<file path="src/rtl/five_stage_pkg.sv">
// -----------------------------------------------------------------------------
// five_stage_pkg
//
// Purpose : Types and constants shared by the five-stage pipeline hazard
//           detection unit, its destination tracker and the bypass unit
//           downstream of it.
//
// Contents: REG_ADDR_W      - register-index width
//           NUM_TRACKED     - number of tracked stages (EX, MEM, WB)
//           STAGE_*         - tracker index of each stage
//           dest_entry_t    - tracker entry {valid, rd, regwrite, mem_read}
//           DEST_BUBBLE     - empty tracker entry (all zero)
//           bypass_sel_t    - bypass-select encodings used by the bypass unit
//           produces_reg()  - "does this entry forward to source register rs"
// -----------------------------------------------------------------------------
package five_stage_pkg;

    localparam int REG_ADDR_W  = 5;

    localparam int NUM_TRACKED = 3;
    localparam int STAGE_EX    = 0;
    localparam int STAGE_MEM   = 1;
    localparam int STAGE_WB    = 2;

    typedef struct packed {
        logic                  valid;
        logic [REG_ADDR_W-1:0] rd;
        logic                  regwrite;
        logic                  mem_read;
    } dest_entry_t;

    localparam dest_entry_t DEST_BUBBLE = '0;

    // Operand source selection decoded by the bypass unit from the hazard
    // flags this block produces.
    typedef enum logic [1:0] {
        BYPASS_REGFILE   = 2'b00,
        BYPASS_EXECUTE   = 2'b01,
        BYPASS_MEMORY    = 2'b10,
        BYPASS_WRITEBACK = 2'b11
    } bypass_sel_t;

    // A tracked instruction is a producer for rs only if it really writes a
    // register and that register is not x0 (x0 reads as zero, so it can
    // never carry a dependency).
    function automatic logic produces_reg(input dest_entry_t           entry,
                                          input logic [REG_ADDR_W-1:0] rs);
        return entry.valid & entry.regwrite & (entry.rd != '0) & (entry.rd == rs);
    endfunction

endpackage : five_stage_pkg

</file>
<file path="src/rtl/five_stage_dest_tracker.sv">
// -----------------------------------------------------------------------------
// five_stage_dest_tracker
//
// Purpose : Registered copy of the destination state of the instructions in
//           execute, memory and writeback. Every cycle the entries shift one
//           stage down the pipe, the decode instruction (or a bubble) enters
//           execute, and the writeback entry falls off the end.
//
// Ports   : clock            - core clock
//           reset            - synchronous active-high reset, empties all entries
//           i_hold           - freeze all entries (data-memory back-pressure)
//           i_insert_bubble  - load a bubble into execute instead of decode
//           i_decode_entry   - destination state of the decode instruction
//           o_stage[]        - current entries, indexed by STAGE_EX/MEM/WB
// -----------------------------------------------------------------------------
module five_stage_dest_tracker
    import five_stage_pkg::*;
(
    input  logic        clock,
    input  logic        reset,
    input  logic        i_hold,
    input  logic        i_insert_bubble,
    input  dest_entry_t i_decode_entry,
    output dest_entry_t o_stage [NUM_TRACKED]
);

    dest_entry_t r_stage      [NUM_TRACKED];
    dest_entry_t w_stage_next [NUM_TRACKED];

    genvar gi;
    generate
        for (gi = 0; gi < NUM_TRACKED; gi++) begin : g_stage
            if (gi == STAGE_EX) begin : g_entry
                assign w_stage_next[gi] = i_insert_bubble ? DEST_BUBBLE : i_decode_entry;
            end else begin : g_shift
                assign w_stage_next[gi] = r_stage[gi-1];
            end

            always_ff @(posedge clock) begin
                if (reset) begin
                    r_stage[gi] <= DEST_BUBBLE;
                end else if (!i_hold) begin
                    r_stage[gi] <= w_stage_next[gi];
                end
            end

            assign o_stage[gi] = r_stage[gi];
        end
    endgenerate

endmodule : five_stage_dest_tracker

</file>
<file path="src/rtl/five_stage_hazard_detection_unit.sv">
// -----------------------------------------------------------------------------
// five_stage_hazard_detection_unit
//
// Purpose : Decode-stage hazard detection for a five-stage pipeline. Compares
//           the decode source registers against the destinations tracked in
//           execute, memory and writeback, flags every matching producer for
//           the bypass unit, detects load-use hazards (which cannot be
//           bypassed) and requests a one-cycle decode stall for them.
//
// Parameters:
//           CORE        - core index, identification only
//           REG_ADDR_W  - register-index width (must match the package width)
//
// Ports   : clock, reset           - core clock, synchronous active-high reset
//           decode_valid           - decode holds a real instruction
//           rs1_decode/rs2_decode  - decode source registers
//           rd_decode              - decode destination register
//           regwrite_decode        - decode instruction writes rd
//           mem_read_decode        - decode instruction is a load
//           flush_decode           - redirect kills the decode instruction
//           memory_stall           - whole pipeline frozen this cycle
//           rs{1,2}_hazard_{execute,memory,writeback}
//                                  - source matches the producer in that stage
//           true_data_hazard       - load-use hazard on either source
//           stall_decode           - hold PC/decode, inject a bubble
//           load_use_stalls        - saturating count of load-use stall cycles
// -----------------------------------------------------------------------------
module five_stage_hazard_detection_unit #(
    parameter int CORE       = 0,
    parameter int REG_ADDR_W = five_stage_pkg::REG_ADDR_W
) (
    input  logic                  clock,
    input  logic                  reset,
    input  logic                  decode_valid,
    input  logic [REG_ADDR_W-1:0] rs1_decode,
    input  logic [REG_ADDR_W-1:0] rs2_decode,
    input  logic [REG_ADDR_W-1:0] rd_decode,
    input  logic                  regwrite_decode,
    input  logic                  mem_read_decode,
    input  logic                  flush_decode,
    input  logic                  memory_stall,
    output logic                  rs1_hazard_execute,
    output logic                  rs1_hazard_memory,
    output logic                  rs1_hazard_writeback,
    output logic                  rs2_hazard_execute,
    output logic                  rs2_hazard_memory,
    output logic                  rs2_hazard_writeback,
    output logic                  true_data_hazard,
    output logic                  stall_decode,
    output logic [31:0]           load_use_stalls
);

    import five_stage_pkg::*;

    localparam logic [31:0] COUNT_MAX = 32'hFFFF_FFFF;

    // CORE only names this instance in hierarchy dumps; no logic depends on it.
    if (CORE < 0) begin : g_core_index_unused
    end

    // -------------------------------------------------------------------------
    // Destination tracker
    // -------------------------------------------------------------------------
    dest_entry_t w_decode_entry;
    dest_entry_t w_stage [NUM_TRACKED];
    logic        w_insert_bubble;
    logic        w_true_data_hazard;

    assign w_decode_entry = '{valid:    decode_valid,
                              rd:       rd_decode,
                              regwrite: regwrite_decode,
                              mem_read: mem_read_decode};

    // A killed, empty or stalled decode slot must not leave a producer in
    // execute. A flush coinciding with a load-use stall still yields exactly
    // one bubble because both conditions feed the same select.
    assign w_insert_bubble = ~decode_valid | flush_decode | w_true_data_hazard;

    five_stage_dest_tracker u_dest_tracker (
        .clock           (clock),
        .reset           (reset),
        .i_hold          (memory_stall),
        .i_insert_bubble (w_insert_bubble),
        .i_decode_entry  (w_decode_entry),
        .o_stage         (w_stage)
    );

    // -------------------------------------------------------------------------
    // Source comparators. Every stage is checked independently; the youngest
    // producer wins in the bypass unit, not here.
    // -------------------------------------------------------------------------
    logic [NUM_TRACKED-1:0] w_rs1_hit;
    logic [NUM_TRACKED-1:0] w_rs2_hit;

    genvar gi;
    generate
        for (gi = 0; gi < NUM_TRACKED; gi++) begin : g_cmp
            assign w_rs1_hit[gi] = decode_valid & produces_reg(w_stage[gi], rs1_decode);
            assign w_rs2_hit[gi] = decode_valid & produces_reg(w_stage[gi], rs2_decode);
        end
    endgenerate

    assign rs1_hazard_execute   = w_rs1_hit[STAGE_EX];
    assign rs1_hazard_memory    = w_rs1_hit[STAGE_MEM];
    assign rs1_hazard_writeback = w_rs1_hit[STAGE_WB];
    assign rs2_hazard_execute   = w_rs2_hit[STAGE_EX];
    assign rs2_hazard_memory    = w_rs2_hit[STAGE_MEM];
    assign rs2_hazard_writeback = w_rs2_hit[STAGE_WB];

    // -------------------------------------------------------------------------
    // Load-use detection. A load in execute has no data until the end of the
    // memory stage, so a dependent decode instruction must wait one cycle.
    // Only mem_read is required: the load's rd is what matters, and x0 never
    // counts as a dependency.
    // -------------------------------------------------------------------------
    logic w_ex_load_rs1;
    logic w_ex_load_rs2;

    assign w_ex_load_rs1 = (w_stage[STAGE_EX].rd == rs1_decode);
    assign w_ex_load_rs2 = (w_stage[STAGE_EX].rd == rs2_decode);

    assign w_true_data_hazard = decode_valid
                              & w_stage[STAGE_EX].valid
                              & w_stage[STAGE_EX].mem_read
                              & (w_stage[STAGE_EX].rd != '0)
                              & (w_ex_load_rs1 | w_ex_load_rs2);

    assign true_data_hazard = w_true_data_hazard;
    assign stall_decode     = w_true_data_hazard;

    // -------------------------------------------------------------------------
    // Load-use stall counter. A stall cycle frozen by memory_stall is not
    // counted until the pipeline actually moves, so each bubble is counted
    // exactly once. Saturates rather than wrapping.
    // -------------------------------------------------------------------------
    logic [31:0] r_load_use_stalls;
    logic        w_count_en;

    assign w_count_en = w_true_data_hazard & ~memory_stall
                      & (r_load_use_stalls != COUNT_MAX);

    always_ff @(posedge clock) begin
        if (reset) begin
            r_load_use_stalls <= '0;
        end else if (w_count_en) begin
            r_load_use_stalls <= r_load_use_stalls + 32'd1;
        end
    end

    assign load_use_stalls = r_load_use_stalls;

endmodule : five_stage_hazard_detection_unit

</file>
<file path="config.mk">
export PLATFORM = sky130hd
export DESIGN_NAME = five_stage_hazard_detection_unit
export DESIGN_NICKNAME = d
export VERILOG_FILES = /design/src/rtl/five_stage_pkg.sv /design/src/rtl/five_stage_dest_tracker.sv /design/src/rtl/five_stage_hazard_detection_unit.sv
export SDC_FILE = /design/constraint.sdc
export NUM_CORES = 1
export LEC_CHECK = 0
export CAP_MARGIN = 20
export CORE_MARGIN = 5
export CORE_UTILIZATION = 55
export CTS_CLUSTER_DIAMETER = 100
export DETAILED_ROUTE_END_ITERATION = 8
export PLACE_DENSITY = 0.94
export SLEW_MARGIN = 25
export SYNTH_ARGS = -nofsm -noshare
export SYNTH_HDL_FRONTEND = slang
export SYNTH_HIERARCHICAL = 1
export SYNTH_SLANG_ARGS = --single-unit
</file>
<file path="constraint.sdc">
create_clock -name clock -period 5.35 [get_ports clock]
set_input_delay 1.3375 -clock clock [delete_from_list [all_inputs] [get_ports clock]]
set_output_delay 1.3375 -clock clock [all_outputs]
set_load 0.1 [all_outputs]
</file>
==> results of run 1 <==
sequential cells by signal, indices dropped and copies added (netlist names):
| register | cells |
|---|---|
| u_dest_tracker/r_stage | 22 |
| load_use_stalls | 32 |
critical path, delay by kind of cell:
family                 cells  cell delay [ps]
buffers and inverters      2              840
AO/OA/AOI/OAI              1              260
XOR/XNOR                   1              190
AND/OR/NAND/NOR            2              380
layout make-up:
cell class / instances / area share (%)
clock buffer: 5 / 1.865
clock inverter: 3 / 1.289
inverter: 6 / 0.6104
multi-input combinational: 219 / 42.32
sequential: 54 / 35.27
tap: 70 / 2.374
timing repair buffer: 63 / 16.28
stage by stage:
stage                     setup slack, ps  util (%)  instances
final                               993.0     71.34        420
after detailed placement             1000     69.04        412
after floorplan                     123.4         -        294
after global routing                861.2     71.34        420
after global placement               1066     69.04        412
after CTS                           998.3     71.29        420
layer usage:
layer / vias up / part of all wire (%)
met5: - / 0
met4: 0 / 0.58
met3: 4 / 3.9
met2: 58 / 51
met1: 1134 / 44
li1: 1164 / -
worst paths after layout:
path                    endpoint  slack, ps  cells after the start
max             true_data_hazard        990                      6
min           load_use_stalls[1]        510                      2
max reg2reg  load_use_stalls[21]       2860                      7
min reg2reg   load_use_stalls[1]        510                      2
power groups by stage:
stage	Clock, W	Sequential (W)	Combinational [W]
2_1_floorplan	0	0.000456	0.0000492
3_3_place_gp	0	0.000460	0.0000712
3_5_place_dp	0	0.000461	0.0000730
4_1_cts	0.000291	0.000452	0.0000735
5_1_grt	0.000309	0.000453	0.0000796
6_report	0.000287	0.000452	0.0000735
placed cells by master (no fill, tap or decap), types with 2 or more instances in the layout:
master,count
edfxtp_1,22
nor2_1,28
nor3_1,3
dfxtp_1,32
clkbuf_8,5
nor4b_2,3
nor4_2,4
xnor2_1,17
nor4b_4,2
nor3_2,2
and2_1,3
nand3_1,19
o21ai_0,6
nand4_1,14
or4_1,3
inv_6,2
nor4b_1,4
and4_1,2
buf_4,10
inv_1,6
a21oi_1,10
nand3_2,2
and3_1,12
nand2_1,14
o2111ai_1,2
nor3b_1,14
clkdlybuf4s50_1,52
xor2_1,35
or3_1,7
nand4_4,2
==> flow_metrics.tcl, run 1 <==
set metrics [dict create \
    drive_gt1_share_pct 11.14 \
    r2r-start "u_dest_tracker/r_stage[0][5]" \
    antenna_found_initial 0 \
    grt_setup_unrepaired "false" \
    clkPwrFrac_pct 35.4 \
    ff_latch_area_sq_um 1301 \
    min_period_ps 4357 \
    grt.overflow.total 0 \
    row_count 26 \
    end_kind "output port" \
    synth_area_sq_um 2964 \
    holdWs_ps 513.0 \
    skew_ps 13.19 \
    nNetsFinal 372 \
    multi_input_area_sq_um 1562 \
    slowest_stage "clkdlybuf4s50_1" \
    wl_per_cell_microns 16.42 \
    clkSinkCount 54 \
    port_buffers 61 \
    fin_setup_tns_ps 0 \
    final_area_sq_um 3690 \
    synth_nets 317 \
    grt_pass1_vias 2416 \
    hold_buffers 0 \
    grt_pass1_wl_microns 11890 \
    status "complete, no violations" \
    die_h_microns 83.41 \
    sequentialPowerShare_pct 55.6 \
    grt_util_met3_pct 3.564 \
    fmax_mhz 229.5 \
    cts_buffers 5 \
    crit_fanout 4 \
    total_power_w 0.0008123 \
    die_x_microns 83.41 \
    cts_resized 0 \
    gp_congestion 0.8715 \
    p_comb_share_pct 9.0 \
    antenna_cells 0 \
    place_hpwl_microns 4856 \
    place_area_sq_um 3571 \
    postCtsSetupBuffers 0 \
    path_class "in2out" \
    power_density_nw_per_um2 220.1 \
    syn_inst 294 \
    wirelength_microns 6898 \
    worstPathRequired_ps 4010 \
    insertion_delay_ps 310 \
    grt_max_degree 56 \
    cp_data_arrival_time_ps 3020 \
    internal-power_w 0.0006184 \
    ios 62 \
    avgSynthCellArea_sq_um 10.08 \
    ant_nets 0 \
    cts_tree "built" \
    cts_max_level 2 \
    clk_pin_slew_worst_paths_ps 100 \
    crit_chain "clkdlybuf4s50_1 -> xor2_1 -> nor3_2 -> nand3_2 -> a21oi_1 -> buf_4" \
    finalCritPeriodShare_pct 81.44 \
    fillCellCount 392 \
    slew_headroom_pct 33.97 \
    cts_buffer_depth 2 \
    start_util_pct 57.31 \
    setup_viol 0 \
    maxCapViolCount 0 \
    hp-start "load_use_stalls[1]" \
    grt_busiest_layer "met2" \
    firstDrtPassIters 4 \
    hp-class "reg2reg" \
    hold_viol 0 \
    drc 0 \
    drt_iter0_drc 235 \
    swShare_pct 23.87 \
    via_count 2360 \
    leakage_nw 1.282 \
    cts-root-buf "clkbuf_8" \
    slew_violations 0 \
    area_growth_pct 24.48 \
    synth_warnings 6 \
    cpPeakStageDelay_ps 500 \
    vias_per_cell 5.619 \
    grt_use_total_pct 20.18 \
    ir_drop_mv 0.1707 \
    cp-start-kind "input pin" \
    p_switching_w 0.0001939 \
    worst_slew_pin_slew_ps 987.3 \
    core-area_sq_um 5172 \
    use_met2_pct 35.06 \
    cp-startpoint "rs2_decode[3]" \
    grt_use_met1_pct 25.88 \
    die-area_sq_um 6957 \
]
(Power assumes the default switching activity.)
==> run 2: changes to the inputs <==
--- a/config.mk
+++ b/config.mk
@@ -7,10 +7,10 @@
 export LEC_CHECK = 0
 export CAP_MARGIN = 20
 export CORE_MARGIN = 5
-export CORE_UTILIZATION = 55
+export CORE_UTILIZATION = 47
 export CTS_CLUSTER_DIAMETER = 100
 export DETAILED_ROUTE_END_ITERATION = 8
-export PLACE_DENSITY = 0.94
+export PLACE_DENSITY = 0.86
 export SLEW_MARGIN = 25
 export SYNTH_ARGS = -nofsm -noshare
 export SYNTH_HDL_FRONTEND = slang
==> constraint.sdc (replaced) <==
create_clock -name clock -period 3.65 [get_ports clock]
set_input_delay 0.9125 -clock clock [delete_from_list [all_inputs] [get_ports clock]]
set_output_delay 0.9125 -clock clock [all_outputs]
set_load 0.1 [all_outputs]
==> run 2 against run 1 <==
Net effect: die area grew 15%; clock power is 44% higher; sequential share of layout area is 0.60 points lower; highest routed layer unchanged; global-route usage down 2.7 points; design area up 1.7%; setup slack lost 730 ps; critical endpoint unchanged; largest cell class unchanged; critical path type unchanged.
==> flow_metrics.tcl, run 2 (same netlist as run 1, synthesis figures left out) <==
set metrics [dict create \
    status "complete, no violations" \
    nNetsFinal 375 \
    fmax_mhz 295.1 \
    die_x_microns 89.42 \
    cts-root-buf "clkbuf_8" \
    layout_common_cells "35 x xor2_1, 34 x buf_4, 32 x dfxtp_1" \
    antenna_found_initial 0 \
    clkPwrFrac_pct 34.8 \
    cp-startpoint "rs1_decode[3]" \
    dr_wl_met3_microns 355 \
    cts_resized 0 \
    grt_pass1_vias 2278 \
    wl_per_cell_microns 15.95 \
    vias_per_cell 5.567 \
    ios 62 \
    cts_max_level 2 \
    hold_viol 0 \
    drive_gt1_share_pct 20.11 \
    ant_nets 0 \
    gp_congestion 0.8394 \
    total_power_w 0.001184 \
    cp-start-kind "input pin" \
    skew_ps 12.61 \
    endpoint "true_data_hazard" \
    cts_tree "built" \
    clk_pin_slew_worst_paths_ps 90 \
    hold_buffers 0 \
    p_comb_share_pct 9.3 \
    sequentialPowerShare_pct 55.9 \
    finalCritPeriodShare_pct 92.85 \
    fin_setup_tns_ps 0 \
    worstPathRequired_ps 2740 \
    drc 0 \
    row_count 29 \
    via_count 2394 \
    insertion_delay_ps 320 \
    start_util_pct 47.49 \
    die-area_sq_um 7995 \
    clkSinkCount 54 \
    post-place-ws_ps 257.4 \
    area_growth_pct 26.64 \
    reg2reg_slack_ps 1170 \
    die_h_microns 89.42 \
    cts_buffers 5 \
    grt_setup_unrepaired "false" \
    drt_iter0_drc 121 \
    antenna_cells 0 \
    end_kind "output port" \
    swShare_pct 23.67 \
    timing.final.ws_setup_ps 261.1 \
    hold_depth 2 \
    grt.overflow.total 0 \
    wirelength_microns 6857 \
    ff_latch_area_sq_um 1301 \
    core-area_sq_um 6241 \
    wl_met2_microns 3397 \
    met1Wirelength_microns 2996 \
    internal-power_w 0.0009036 \
    slew_headroom_pct 35.36 \
    fillCellCount 528 \
    cp_data_arrival_time_ps 2480 \
    hp-class "reg2reg" \
    grt_max_degree 33 \
    ir_drop_mv 0.1974 \
    grt_use_total_pct 17.45 \
    setup_viol 0 \
    cts_buffer_depth 2 \
    postCtsSetupBuffers 0 \
    power_density_nw_per_um2 315.4 \
    leakage_nw 1.378 \
    p_switching_w 0.0002802 \
    slew_violations 0 \
    r2r-start "u_dest_tracker/r_stage[0][3]" \
    dr.max_layer_used "met4" \
    rr_worst_depth 6 \
    place_hpwl_microns 5008 \
    port_buffers 61 \
    grt_pass1_wl_microns 10940 \
    final_common_cell "xor2_1" \
    r2r-end "u_dest_tracker/r_stage[0][1]" \
    min_period_ps 3389 \
    firstDrtPassIters 4 \
    maxCapViolCount 0 \
    crit_fanout 4 \
    path_class "in2out" \
    largest_reg_flops 32 \
    multi_input_area_sq_um 1570 \
    worst_slew_pin_slew_ps 966.5 \
]
run 2: cell count changes in the layout (fill, tap and decap cells not counted), sizes merged:
cell	delta
buf	+32
clkinv	+1
inv	-1
clkdlybuf4s50	-29
run 2: worst min-delay path by stage:
stage	slack, ps	end	from
final	510	load_use_stalls[27]	load_use_stalls[27]
after global routing	550	load_use_stalls[27]	load_use_stalls[27]
after CTS	510	load_use_stalls[27]	load_use_stalls[27]
after detailed placement	490	load_use_stalls[27]	load_use_stalls[27]
after global placement	490	load_use_stalls[27]	load_use_stalls[27]
after floorplan	600	u_dest_tracker/r_stage[2][7]	u_dest_tracker/r_stage[1][7]
run 2: cell type report:
cell class	instances	share of cell area [%]
clock inverter	3	1.167
tap	77	2.567
clock buffer	5	1.833
multi-input combinational	219	41.83
sequential	54	34.67
inverter	6	0.6000
timing repair buffer	66	17.33
run 2: layer usage:
metal | track usage, % | vias up
met5 | 0 | -
met4 | 6.089 | 0
met3 | 3.410 | 10
met2 | 28.67 | 65
met1 | 22.91 | 1141
li1 | - | 1178
run 2: stage by stage:
step,area [sq um],hold slack (ps),cells,utilization (%)
floorplan,3000,596.6,294,-
global placement,3641,486.5,422,58.34
detailed placement,3641,493.7,422,58.34
CTS,3754,511.6,430,60.14
global route,3754,545.4,430,60.14
finish,3754,512.1,430,60.14
run 2: critical path, stage by stage:
cell	delay, ps
clkdlybuf4s50_1	490
xor2_1	200
nor3_2	200
nand3_2	180
a21oi_4	280
buf_12	210
run 2: power by group through the flow:
stage	clock network (W)	logic, W	registers (W)
4_1_cts	0.000420	0.000111	0.000661
5_1_grt	0.000445	0.000118	0.000664
6_report	0.000412	0.000110	0.000661
2_1_floorplan	0	0.0000727	0.000669
3_3_place_gp	0	0.000107	0.000675
3_5_place_dp	0	0.000110	0.000675
==> run 3: changes to the inputs <==
--- a/config.mk
+++ b/config.mk
@@ -6,6 +6,7 @@
 export NUM_CORES = 1
 export LEC_CHECK = 0
 export CAP_MARGIN = 20
+export CORE_ASPECT_RATIO = 2
 export CORE_MARGIN = 5
 export CORE_UTILIZATION = 47
 export CTS_CLUSTER_DIAMETER = 100
==> run 3 against run 2 <==
Net effect: count of clock-buffer cells in the layout is the same; via count grew 0.46%; global-route usage is essentially flat; wire length shrank 3.0%; non-clock buffer count is the same; clock power grew 31%; cell count grew 2.1%; power grew 11%; sequential power is essentially flat; critical path type unchanged.
==> flow_metrics.tcl, run 3 (same netlist as run 1, synthesis figures left out) <==
set metrics [dict create \
    end_kind "output port" \
    die_h_microns 122.3 \
    wl_met2_microns 3479 \
    postCtsSetupBuffers 0 \
    wirelength_microns 6650 \
    dr_wl_met3_microns 334 \
    crit_fanout 4 \
    grt.overflow.total 0 \
    cp-start-kind "input pin" \
    via_count 2405 \
    dr.max_layer_used "met4" \
    hold_buffers 0 \
    antenna_found_initial 0 \
    hp-class "reg2reg" \
    cp_data_arrival_time_ps 2500 \
    fillCellCount 508 \
    worstPathRequired_ps 2740 \
    holdWs_ps 507.3 \
    cts_resized 0 \
    layout_common_cells "35 x xor2_1, 32 x dfxtp_1, 29 x buf_4" \
    gp_congestion 0.8387 \
    finalCritPeriodShare_pct 93.62 \
    ios 62 \
    grt_pass1_vias 2377 \
    leakage_nw 1.389 \
    clkSinkCount 54 \
    met1Wirelength_microns 2691 \
    area_growth_pct 29.34 \
    firstDrtPassIters 4 \
    ir_drop_mv 0.4232 \
    grt_use_total_pct 17.45 \
    cts_buffers 5 \
    largest_reg_flops 32 \
    wl_per_cell_microns 15.15 \
    antenna_cells 0 \
    post-place-cells 431 \
    ff_latch_area_sq_um 1301 \
    slowest_stage "clkdlybuf4s50_1" \
    cpPeakStageDelay_ps 480 \
    reg2reg_slack_ps 1200 \
    cts-root-buf "clkbuf_16" \
    power_density_nw_per_um2 341.9 \
    vias_per_cell 5.478 \
    ant_nets 0 \
    grt_setup_unrepaired "false" \
    die-area_sq_um 8091 \
    nNetsFinal 375 \
    port_buffers 61 \
    setup_viol 0 \
    clk_pin_slew_worst_paths_ps 70 \
    total_power_w 0.001311 \
    stdcell_count 439 \
    min_period_ps 3417 \
    hold_viol 0 \
    row_count 41 \
    slew_headroom_pct 34.71 \
    skew_ps 5.893 \
    cts_max_level 2 \
    drive_gt1_share_pct 18.70 \
    drt_iter0_drc 129 \
    crit_chain "clkdlybuf4s50_1 -> xor2_1 -> nor3_2 -> nand3_2 -> a21oi_4 -> buf_12" \
    multi_input_area_sq_um 1570 \
    final_common_cell "xor2_1" \
    cts_tree "built" \
    grt_pass1_wl_microns 11120 \
    cts_buffer_depth 2 \
    place_hpwl_microns 4987 \
    core-area_sq_um 6207 \
    slew_violations 0 \
    path_class "in2out" \
    drc 0 \
    status "complete, no violations" \
    fmax_mhz 292.6 \
    die_x_microns 66.16 \
    maxCapViolCount 0 \
    insertion_delay_ps 300 \
    grt_max_degree 33 \
    start_util_pct 47.75 \
    worst_slew_pin_slew_ps 976.2 \
]
==> run 3: cell count changes in the layout (fill, tap and decap cells not counted) <==
| cell | before | now |
|---|---|---|
| clkinv_2 | 1 | 0 |
| clkdlybuf4s50_1 | 23 | 28 |
| clkinvlp_2 | 0 | 1 |
| clkbuf_16 | 0 | 5 |
| buf_4 | 34 | 29 |
| clkbuf_8 | 5 | 0 |
==> run 3: report_power, final <==
group	leakage, nW	internal, W	switching, W
sequential	0.500	0.000644	0.0000164
clock	0.0804	0.000324	0.000216
combinational	0.809	0.0000541	0.0000564
total	1.39	0.00102	0.000289
==> run 3: stage by stage <==
stage	TNS, ps	util [%]	area [sq um]	worst slack (ps)
after floorplan	-576.8	-	3000	-144.2
after global placement	0	59.04	3665	257.5
after detailed placement	0	59.04	3665	236.7
after CTS	0	61.76	3834	222.5
after global routing	0	61.76	3834	162.9
final	0	61.76	3834	232.7
==> run 3: worst max-delay path, delay by kind of cell <==
family	cells	cell delay [ps]
AND/OR/NAND/NOR	2	420
buffers and inverters	2	690
AO/OA/AOI/OAI	1	290
XOR/XNOR	1	190
==> run 3: layout make-up <==
type	instances	area share [%]
clock inverters	3	1.142
inverters	6	0.5875
well taps	86	2.807
repair buffers	66	17.30
flip-flops and latches	54	33.94
clock buffers	5	3.264
multi-input cells	219	40.96
==> run 3: final timing paths <==
kind	from	to	cells past startpoint
worst max-delay path	rs1_decode[3]	true_data_hazard	6
worst min-delay path	load_use_stalls[1]	load_use_stalls[1]	2
worst max register to register	u_dest_tracker/r_stage[0][3]	u_dest_tracker/r_stage[0][6]	6
worst min register to register	load_use_stalls[1]	load_use_stalls[1]	2
==> run 3: metal layers <==
layer,up-vias,GRT usage [%]
met5,-,0
met4,0,7.125
met3,12,3.571
met2,67,29.25
met1,1153,21.47
li1,1173,-
